<file path="src/rtl/ex_muldiv_unit.sv">
// ex_muldiv_unit
//   Iterative multiply/divide unit for the EX stage. Implements MULT/MULTU
//   (shift-add, one multiplier bit per cycle), DIV/DIVU (restoring division,
//   one quotient bit per cycle) and the MTHI/MTLO moves into the HI/LO
//   registers held inside this block.
//
// Ports:
//   clk          rising-edge clock
//   reset        synchronous active-high reset, highest priority
//   start        issue pulse, only sampled in IDLE
//   op[2:0]      000 MULT, 001 MULTU, 010 DIV, 011 DIVU, 100 MTHI, 101 MTLO
//   a, b         rs / rt operands
//   flush        squashes an in-flight op or a start presented in IDLE
//   busy         high while a mul/div is in flight
//   done         one-cycle pulse, HI/LO already updated in that cycle
//   div_by_zero  qualifies done for a divide with b == 0
//   hi, lo       architectural HI/LO registers
module ex_muldiv_unit #(
  parameter int WIDTH = 32
) (
  input  logic             clk,
  input  logic             reset,
  input  logic             start,
  input  logic [2:0]       op,
  input  logic [WIDTH-1:0] a,
  input  logic [WIDTH-1:0] b,
  input  logic             flush,
  output logic             busy,
  output logic             done,
  output logic             div_by_zero,
  output logic [WIDTH-1:0] hi,
  output logic [WIDTH-1:0] lo
);

  localparam int CW = $clog2(WIDTH) + 1;
  localparam logic [CW-1:0] CNT_LAST = CW'(WIDTH - 1);
  localparam logic [CW-1:0] CNT_ONE  = CW'(1);

  typedef enum logic [1:0] {
    S_IDLE = 2'd0,
    S_MUL  = 2'd1,
    S_DIV  = 2'd2,
    S_FIX  = 2'd3
  } state_t;

  state_t             state_q, state_d;
  logic [CW-1:0]      cnt_q, cnt_d;
  // Multiply: {partial product, remaining multiplier bits}.
  // Divide:   {partial remainder, remaining dividend / growing quotient}.
  logic [2*WIDTH-1:0] prod_q, prod_d;
  // Multiplicand magnitude for MUL, divisor magnitude for DIV.
  logic [WIDTH-1:0]   opnd_q, opnd_d;
  logic               is_div_q, is_div_d;
  logic               neg_lo_q, neg_lo_d;  // negate product / quotient
  logic               neg_hi_q, neg_hi_d;  // negate remainder (sign of a)
  logic               bzero_q, bzero_d;
  logic [WIDTH-1:0]   hi_q, hi_d;
  logic [WIDTH-1:0]   lo_q, lo_d;
  logic               busy_q, busy_d;
  logic               done_q, done_d;
  logic               dbz_q, dbz_d;

  // Operand conditioning at issue time
  logic               signed_op_s;
  logic               sa_s, sb_s;
  logic [WIDTH-1:0]   mag_a_s, mag_b_s;

  // Datapath for one iteration
  logic [WIDTH:0]     mul_sum_s;
  logic [WIDTH:0]     rem_ext_s, div_ext_s, div_diff_s;
  logic               div_ge_s;
  logic [WIDTH-1:0]   rem_next_s;
  logic [2*WIDTH-1:0] mul_res_s;
  logic [WIDTH-1:0]   quo_res_s, rem_res_s;

  // Operand magnitudes, per-bit datapath and final sign correction
  always_comb begin
    signed_op_s = ~op[0];
    sa_s        = signed_op_s & a[WIDTH-1];
    sb_s        = signed_op_s & b[WIDTH-1];
    mag_a_s     = sa_s ? -a : a;
    mag_b_s     = sb_s ? -b : b;

    mul_sum_s = {1'b0, prod_q[2*WIDTH-1:WIDTH]}
              + (prod_q[0] ? {1'b0, opnd_q} : {(WIDTH+1){1'b0}});

    // Bring the next dividend bit into the partial remainder and trial-subtract.
    rem_ext_s  = {prod_q[2*WIDTH-1:WIDTH], prod_q[WIDTH-1]};
    div_ext_s  = {1'b0, opnd_q};
    div_ge_s   = (rem_ext_s >= div_ext_s);
    div_diff_s = rem_ext_s - div_ext_s;
    if (div_ge_s) begin
      rem_next_s = div_diff_s[WIDTH-1:0];
    end else begin
      rem_next_s = rem_ext_s[WIDTH-1:0];
    end

    mul_res_s = neg_lo_q ? -prod_q : prod_q;
    // Remainder keeps the sign of a; with b == 0 this reproduces a exactly.
    rem_res_s = neg_hi_q ? -prod_q[2*WIDTH-1:WIDTH] : prod_q[2*WIDTH-1:WIDTH];
    if (bzero_q) begin
      quo_res_s = {WIDTH{1'b1}};
    end else if (neg_lo_q) begin
      quo_res_s = -prod_q[WIDTH-1:0];
    end else begin
      quo_res_s = prod_q[WIDTH-1:0];
    end
  end

  // Next-state and output logic
  always_comb begin
    state_d  = state_q;
    cnt_d    = cnt_q;
    prod_d   = prod_q;
    opnd_d   = opnd_q;
    is_div_d = is_div_q;
    neg_lo_d = neg_lo_q;
    neg_hi_d = neg_hi_q;
    bzero_d  = bzero_q;
    hi_d     = hi_q;
    lo_d     = lo_q;
    done_d   = 1'b0;
    dbz_d    = 1'b0;

    case (state_q)
      S_IDLE: begin
        if (flush) begin
          state_d = S_IDLE;
        end else if (start) begin
          case (op)
            3'b000, 3'b001, 3'b010, 3'b011: begin
              cnt_d    = {CW{1'b0}};
              is_div_d = op[1];
              neg_lo_d = sa_s ^ sb_s;
              neg_hi_d = sa_s;
              bzero_d  = op[1] & (b == {WIDTH{1'b0}});
              if (op[1]) begin
                opnd_d  = mag_b_s;
                prod_d  = {{WIDTH{1'b0}}, mag_a_s};
                state_d = S_DIV;
              end else begin
                opnd_d  = mag_a_s;
                prod_d  = {{WIDTH{1'b0}}, mag_b_s};
                state_d = S_MUL;
              end
            end
            3'b100: begin
              hi_d   = a;
              done_d = 1'b1;
            end
            3'b101: begin
              lo_d   = a;
              done_d = 1'b1;
            end
            default: begin
              state_d = S_IDLE;
            end
          endcase
        end else begin
          state_d = S_IDLE;
        end
      end
      S_MUL: begin
        if (flush) begin
          state_d = S_IDLE;
        end else begin
          prod_d = {mul_sum_s, prod_q[WIDTH-1:1]};
          cnt_d  = cnt_q + CNT_ONE;
          if (cnt_q == CNT_LAST) begin
            state_d = S_FIX;
          end else begin
            state_d = S_MUL;
          end
        end
      end
      S_DIV: begin
        if (flush) begin
          state_d = S_IDLE;
        end else begin
          prod_d = {rem_next_s, prod_q[WIDTH-2:0], div_ge_s};
          cnt_d  = cnt_q + CNT_ONE;
          if (cnt_q == CNT_LAST) begin
            state_d = S_FIX;
          end else begin
            state_d = S_DIV;
          end
        end
      end
      S_FIX: begin
        state_d = S_IDLE;
        if (flush) begin
          done_d = 1'b0;
        end else begin
          done_d = 1'b1;
          if (is_div_q) begin
            hi_d  = rem_res_s;
            lo_d  = quo_res_s;
            dbz_d = bzero_q;
          end else begin
            hi_d = mul_res_s[2*WIDTH-1:WIDTH];
            lo_d = mul_res_s[WIDTH-1:0];
          end
        end
      end
      default: begin
        state_d = S_IDLE;
      end
    endcase

    busy_d = (state_d != S_IDLE);
  end

  // State and output registers
  always_ff @(posedge clk) begin
    if (reset) begin
      state_q  <= S_IDLE;
      cnt_q    <= {CW{1'b0}};
      prod_q   <= {(2*WIDTH){1'b0}};
      opnd_q   <= {WIDTH{1'b0}};
      is_div_q <= 1'b0;
      neg_lo_q <= 1'b0;
      neg_hi_q <= 1'b0;
      bzero_q  <= 1'b0;
      hi_q     <= {WIDTH{1'b0}};
      lo_q     <= {WIDTH{1'b0}};
      busy_q   <= 1'b0;
      done_q   <= 1'b0;
      dbz_q    <= 1'b0;
    end else begin
      state_q  <= state_d;
      cnt_q    <= cnt_d;
      prod_q   <= prod_d;
      opnd_q   <= opnd_d;
      is_div_q <= is_div_d;
      neg_lo_q <= neg_lo_d;
      neg_hi_q <= neg_hi_d;
      bzero_q  <= bzero_d;
      hi_q     <= hi_d;
      lo_q     <= lo_d;
      busy_q   <= busy_d;
      done_q   <= done_d;
      dbz_q    <= dbz_d;
    end
  end

  assign busy        = busy_q;
  assign done        = done_q;
  assign div_by_zero = dbz_q;
  assign hi          = hi_q;
  assign lo          = lo_q;

endmodule

</file>
<file path="config.mk">
export PLATFORM = sky130hd
export DESIGN_NAME = ex_muldiv_unit
export DESIGN_NICKNAME = d
export VERILOG_FILES = /design/src/rtl/ex_muldiv_unit.sv
export SDC_FILE = /design/constraint.sdc
export NUM_CORES = 1
export LEC_CHECK = 0
export BUFFER_PORTS_ARGS = -buffer_cell sky130_fd_sc_hd__buf_4
export CAP_MARGIN = 20
export CORE_MARGIN = 3
export CORE_UTILIZATION = 30
export DETAILED_ROUTE_END_ITERATION = 8
export GPL_ROUTABILITY_DRIVEN = 0
export HOLD_SLACK_MARGIN = 0.1
export SYNTH_ARGS = -nofsm -noshare
export SYNTH_HDL_FRONTEND = slang
export SYNTH_SLANG_ARGS = --single-unit
</file>
<file path="constraint.sdc">
create_clock -name clk -period 3.7 [get_ports clk]
set_input_delay 0.185 -clock clk [delete_from_list [all_inputs] [get_ports clk]]
set_output_delay 0.185 -clock clk [all_outputs]
set_load 0.01 [all_outputs]
</file>
After elaboration in Yosys (flattened, before gate mapping)
Index checks and enable logic that the tools add are counted.
{ "totals": {"register_bits": 175, "in_bits": 71, "output_inout_bits": 67} }
{ "op_classes": {"n_addsub": 8, "magnitude_cmp": 1, "eq_ne": 18, "mux": 47, "bitwise": 8, "n_reduce_logical": 16} }
{ "op_table": {"columns": ["operator", "n"], "rows": [
  ["2-to-1 mux 32 bit", 19],
  ["2-to-1 mux 64 bit", 6],
  ["case mux 64 bit (3 select lines)", 1],
  ["negator 32 bit", 4],
  ["case mux 32 bit (2 select lines)", 2],
  ["negator 64 bit", 1],
  ["adder 32 x 32 -> 33 bit", 1],
  [">= comparator 33 x 32 -> 1 bit", 1],
  ["zero test 32 bit", 1],
  ["subtractor 32 bit", 1],
  ["2-to-1 mux 6 bit", 4],
  ["AND reduction 5 bit", 3],
  ["2-to-1 mux 2 bit", 6],
  ["!= test 2 bit (second input constant)", 6],
  ["case mux 6 bit (2 select lines)", 1],
  ["case mux 2 bit (4 select lines)", 1],
  ["OR reduction 4 bit", 2],
  ["adder 6 x 1 -> 6 bit (second input constant)", 1],
  ["equality test 3 x 2 -> 1 bit (second input constant)", 2],
  ["equality test 3 bit (second input constant)", 2],
  ["equality test 6 x 5 -> 1 bit (second input constant)", 1],
  ["!= test 2 x 1 -> 1 bit (second input constant)", 3],
  ["AND reduction 6 bit", 1],
  ["nonzero test 2 bit", 3],
  ["other kinds (14)", 25]
]} }

Longest topological paths before layout
{ "depth": {"ltp_word": 8, "ltp_mapped": 15} }

Worst setup path before layout
Ideal clock, no wire load.
{ "synth_path": {"path_kind": "register -> register", "from": "register prod_q[0]", "to": "register prod_q[62]", "setup_ns": 0.122, "t_arrival_ns": 3.229, "required_ns": 3.578, "slack_ns": 0.349, "path_stages_with_launch": 15, "n_path_buf": 1, "synth_period_minus_slack_ns": 3.351, "path_cell_list": "dfxtp_1 > inv_1 > buf_1 > nor2_1 > ha_1 > o21a_1 > a211o_1 > and3_1 > o21ba_2 > a31o_2 > a31o_2 > a21oi_1 > o21ai_0 > xor2_1 > a221o_1"} }
{ "synth_via": {"elab_chain_len": 4} }
{ "synth_lines": {"columns": ["element", "line_no", "rtl"], "rows": [
  ["start: declaration", "50", "logic [2*WIDTH-1:0] prod_q, prod_d;"],
  ["start signal: assignment", "218", "prod_q <= {(2*WIDTH){1'b0}};"],
  ["start signal: assignment", "232", "prod_q <= prod_d;"],
  ["2-to-1 mux 32 bit", "85", "+ (prod_q[0] ? {1'b0, opnd_q} : {(WIDTH+1){1'b0}});"],
  ["adder 32 x 32 -> 33 bit", "85", null],
  ["2-to-1 mux 64 bit", "164", "if (flush) begin"],
  ["case mux 64 bit (3 select lines)", "125", "case (state_q)"]
]} }
Every way passes these cells. The select of a mux whose other input is x is not followed.
A chain may end at the register's enable or synchronous reset.

Final worst setup path
Ends and elaborated chain as after synthesis.

==> flow_metrics.py <==
metrics = {
    "timing": {
        "max_freq_mhz": 284,
        "totalNegativeSetupSlack_ns": 0,
        "drv_slew": 0,
        "finalClockSkew_ns": 0.0148,
        "min_period_ns": 3.52,
        "worst_pin_slew_ns": 0.974,
        "setup_viol": 0,
        "finalHoldViolations": 0,
        "slew_headroom_pct": 35.1,
        "period_share_pct": 95.1,
        "rsz0062_at_grt": "false",
    },
    "yosys": {
        "synth_compound_area_share_pct": 30.2,
        "syn_avg_cell_area_um2": 7.28,
        "mappedNetlistArea_um2": 14700,
        "synth_top_area_share_pct": 23.8,
        "yosys_most_used_dff": "dfxtp_1",
        "synth_top_family_by_area": "compound AO/OA/AOI/OAI gates",
        "syn_nets": 2167,
        "syn_inst": 2020,
        "yosysSeqAreaShare_pct": 23.8,
        "yosys.area_share.xor_xnor_pct": 10.6,
        "synth.area.mux_share_pct": 3.61,
        "yosys.area_share.adder_pct": 6.57,
        "yosys.area.top_type": "dfxtp_1",
        "ys_warn_count": 0,
        "synthArstFlopShare_pct": 0,
        "yosys.area_share.simple_pct": 19.8,
        "synth-seq-cells": 175,
        "synthDistinctLibCells": 77,
        "synth_edf_count": 0,
        "yosys-top-cells-area": "dfxtp_1 24%, a21oi_1 8.2%, ha_1 6.3%",
    },
    "pwr": {
        "ir_worst_vdd_uv": 331,
        "internal_power_mw": 3.54,
        "leakage_nw": 6.85,
        "clockPowerShare_pct": 36.6,
        "p_comb_share_pct": 25.9,
        "p_sw_share_pct": 33.3,
        "seqPwrFrac_pct": 37.5,
        "power.switching_mw": 1.76,
        "power_density_nw_per_um2": 307,
        "total_power_mw": 5.30,
    },
    "layout": {
        "drive_gt1_share_pct": 13.2,
        "fin_area_um2": 17300,
        "fin_cells": 2754,
        "final_util_pct": 35.9,
        "nNetsFinal": 2273,
        "areaGrowthSynthToFinish_pct": 17.4,
    },
    "placement": {
        "dp_cells": 2720,
        "place_area_um2": 16600,
        "port_buffers": 137,
        "dpl.hpwl_mm": 44.7,
    },
    "floorplan": {
        "die_w_um": 227,
        "start_util_pct": 30.6,
        "io_pins": 138,
        "chipHeight_um": 227,
        "std_cell_rows": 80,
        "core_um2": 48000,
        "die_area_um2": 51700,
    },
    "drt": {
        "route.detailed.drc": 0,
        "routedWlPerCell_um": 20.9,
        "dr_total_vias": 15887,
        "drtIter0Drc": 1786,
        "firstDrtPassIters": 6,
        "antenna_left": 0,
        "wirelength_mm": 57.5,
        "viasPerCell": 5.77,
    },
    "setup_path": {
        "critical_path.startpoint": "prod_q[0]$_SDFFE_PP0P_",
        "crit_top_cell": "a31o_2",
        "crit_arrival_ns": 3.85,
        "end_kind": "flip-flop",
        "slowest_stage": "dfxtp_2",
        "timing.rr.start": "prod_q[0]$_SDFFE_PP0P_",
        "worstSetupStartpointType": "flip-flop",
        "critPathMaxStageDelay_ns": 0.36,
        "worstPathCellList": "inv_1 > buf_12 > nor2_1 > ha_1 > o21a_1 > a211o_1 > and3_1 > o21ba_2 > a31o_2 > a31o_2 > a21oi_1 > o21ai_0 > xor2_1 > a221o_1",
        "cp.required_ns": 4.03,
        "crit_type": "reg2reg",
        "crit_fanout": 19,
    },
    "clocking": {
        "cts.sinks": 175,
        "h-tree-depth": 4,
        "post-cts-setup-buffer-count": 0,
        "clk_pin_slew_ns": 0.07,
        "cts_buffer_depth": 2,
        "cts_tree": "yes",
        "cts-buffers-inserted": 17,
        "worstSkewPairLatency_ns": 0.45,
        "cts-root-buf": "clkbuf_16",
    },
    "global_routing": {
        "grt_max_degree": 87,
        "grtUsageTotal_pct": 21.5,
        "overflow": 0,
        "antenna_found_initial": 1,
        "first_global_vias": 14707,
        "grt_pass1_wl_mm": 86.3,
    },
    "min_path": {
        "min_from": "a[1]",
        "hold_class": "in2reg",
    },
    "outcome": {
        "outcome": "completed",
    },
    "flow_run": {
        "cap_violations": 0,
    },
}
## through the flow
stage          setup slack, ns  hold WS, ns
6_report                 0.181        0.135
5_1_grt                0.00869        0.137
4_1_cts                  0.108        0.109
3_5_place_dp             0.146        0.446
3_3_place_gp             0.251        0.441
2_1_floorplan            0.349        0.264
## cells by family (layout without fill, tap and decap cells)
| kind of cell | after synthesis | in the layout |
|---|---|---|
| AOI/OAI and AO/OA | 694 | 694 |
| and+or+nand+nor | 640 | 640 |
| buffers and inverters | 204 | 322 |
| xor gates and xnor gates | 178 | 178 |
| DFF | 175 | 175 |
| adders and majority gates | 76 | 76 |
| muxes | 53 | 53 |
| other | 0 | 1 |
## final timing paths
path | end | slack, ns | cells past startpoint
min reg2reg | opnd_q[24]$_SDFFE_PP0P_ | 0.45 | 2
min | hi[1]$_SDFFE_PP0P_ | 0.13 | 3
max reg2reg | prod_q[62]$_SDFFE_PP0P_ | 0.18 | 14
max | prod_q[62]$_SDFFE_PP0P_ | 0.18 | 14
## power groups by stage
stage	combinational [mW]	sequential (mW)	clock (mW)
6_report	1.37	1.99	1.94
2_1_floorplan	0.871	2.01	0
3_3_place_gp	1.32	2.03	0
3_5_place_dp	1.33	2.03	0
5_1_grt	1.47	1.99	2.03
4_1_cts	1.34	1.99	1.96
## sequential cells by signal, indices dropped and copies added (netlist names)
name         count
opnd_q          32
neg_lo_q         1
done             1
prod_q          64
state_q          2
div_by_zero      1
busy             1
is_div_q         1
cnt_q            6
bzero_q          1
lo              32
hi              32
neg_hi_q         1
## routing by layer
layer / global-route usage (%) / up-vias / part of all wire (%)
met4: 8.12 / 0 / 3.5
met5: 0 / - / 0
li1: - / 7505 / -
met2: 32.3 / 799 / 42
met1: 30.0 / 7462 / 44
met3: 4.91 / 121 / 10
## cell usage after synthesis, types with 8 or more instances
library cell  instances
xnor2_1              99
a211oi_1             68
ha_1                 74
o221ai_1             20
nor2_1              235
a22oi_1              42
dfxtp_1             175
a21oi_1             240
nor3_1               29
nand2b_1              8
or4_1                 9
a22o_1               11
buf_1                14
nand4_1              12
xor2_1               79
nor4_1               16
clkbuf_1            110
a31oi_1              16
or3_1                20
nand2_1             210
and3_1               10
nor2b_1              25
o21a_1               17
o211ai_1             30
a21o_1               31
mux2i_1              53
o21ai_0             118
nand3_1              28
o41ai_1               9
and2_1               10
o21bai_1              8
o31ai_1              28
inv_1                68
## area by class of cell
class,instances,area (µm²)
clock inverters,12,159
inverters,68,255
multi-input cells,1641,10400
well taps,615,769
repair buffers,223,1710
diodes,1,2.50
fillers,4999,30800
flip-flops and latches,175,3500
clock buffers,19,443
## placed cells by master (no fill, tap or decap), types with 17 or more instances in the layout
cell / synthesis / final
xor2_1: 79 / 79
a21oi_1: 240 / 240
o31ai_1: 28 / 28
nor2_1: 235 / 233
mux2i_1: 53 / 53
ha_1: 74 / 72
o221ai_1: 20 / 20
nor3_1: 29 / 29
or3_1: 20 / 20
o211ai_1: 30 / 30
a211oi_1: 68 / 67
nand3_1: 28 / 28
buf_4: 3 / 220
a22oi_1: 42 / 42
nor2b_1: 25 / 24
nand2_1: 210 / 210
xnor2_1: 99 / 99
o21ai_0: 118 / 118
dfxtp_1: 175 / 174
inv_1: 68 / 68
a21o_1: 31 / 31
clkbuf_16: 0 / 17
o21a_1: 17 / 17
## worst max-delay path: cells and delay by family (launching register included)
| kind | cells | cell delay (ns) |
|---|---|---|
| compound gates | 8 | 2.00 |
| flops | 1 | 0.36 |
| buf+inv | 2 | 0.32 |
| fa+ha+maj | 1 | 0.32 |
| simple gates | 2 | 0.23 |
| xor+xnor | 1 | 0.16 |
## repair_timing
action,CTS,global route
setup endpoints to repair,0,4
hold buffers,1,0
hold endpoints to repair,1,0
gates resized for setup,0,2
No activity file was read; power rests on OpenSTA's default activity.
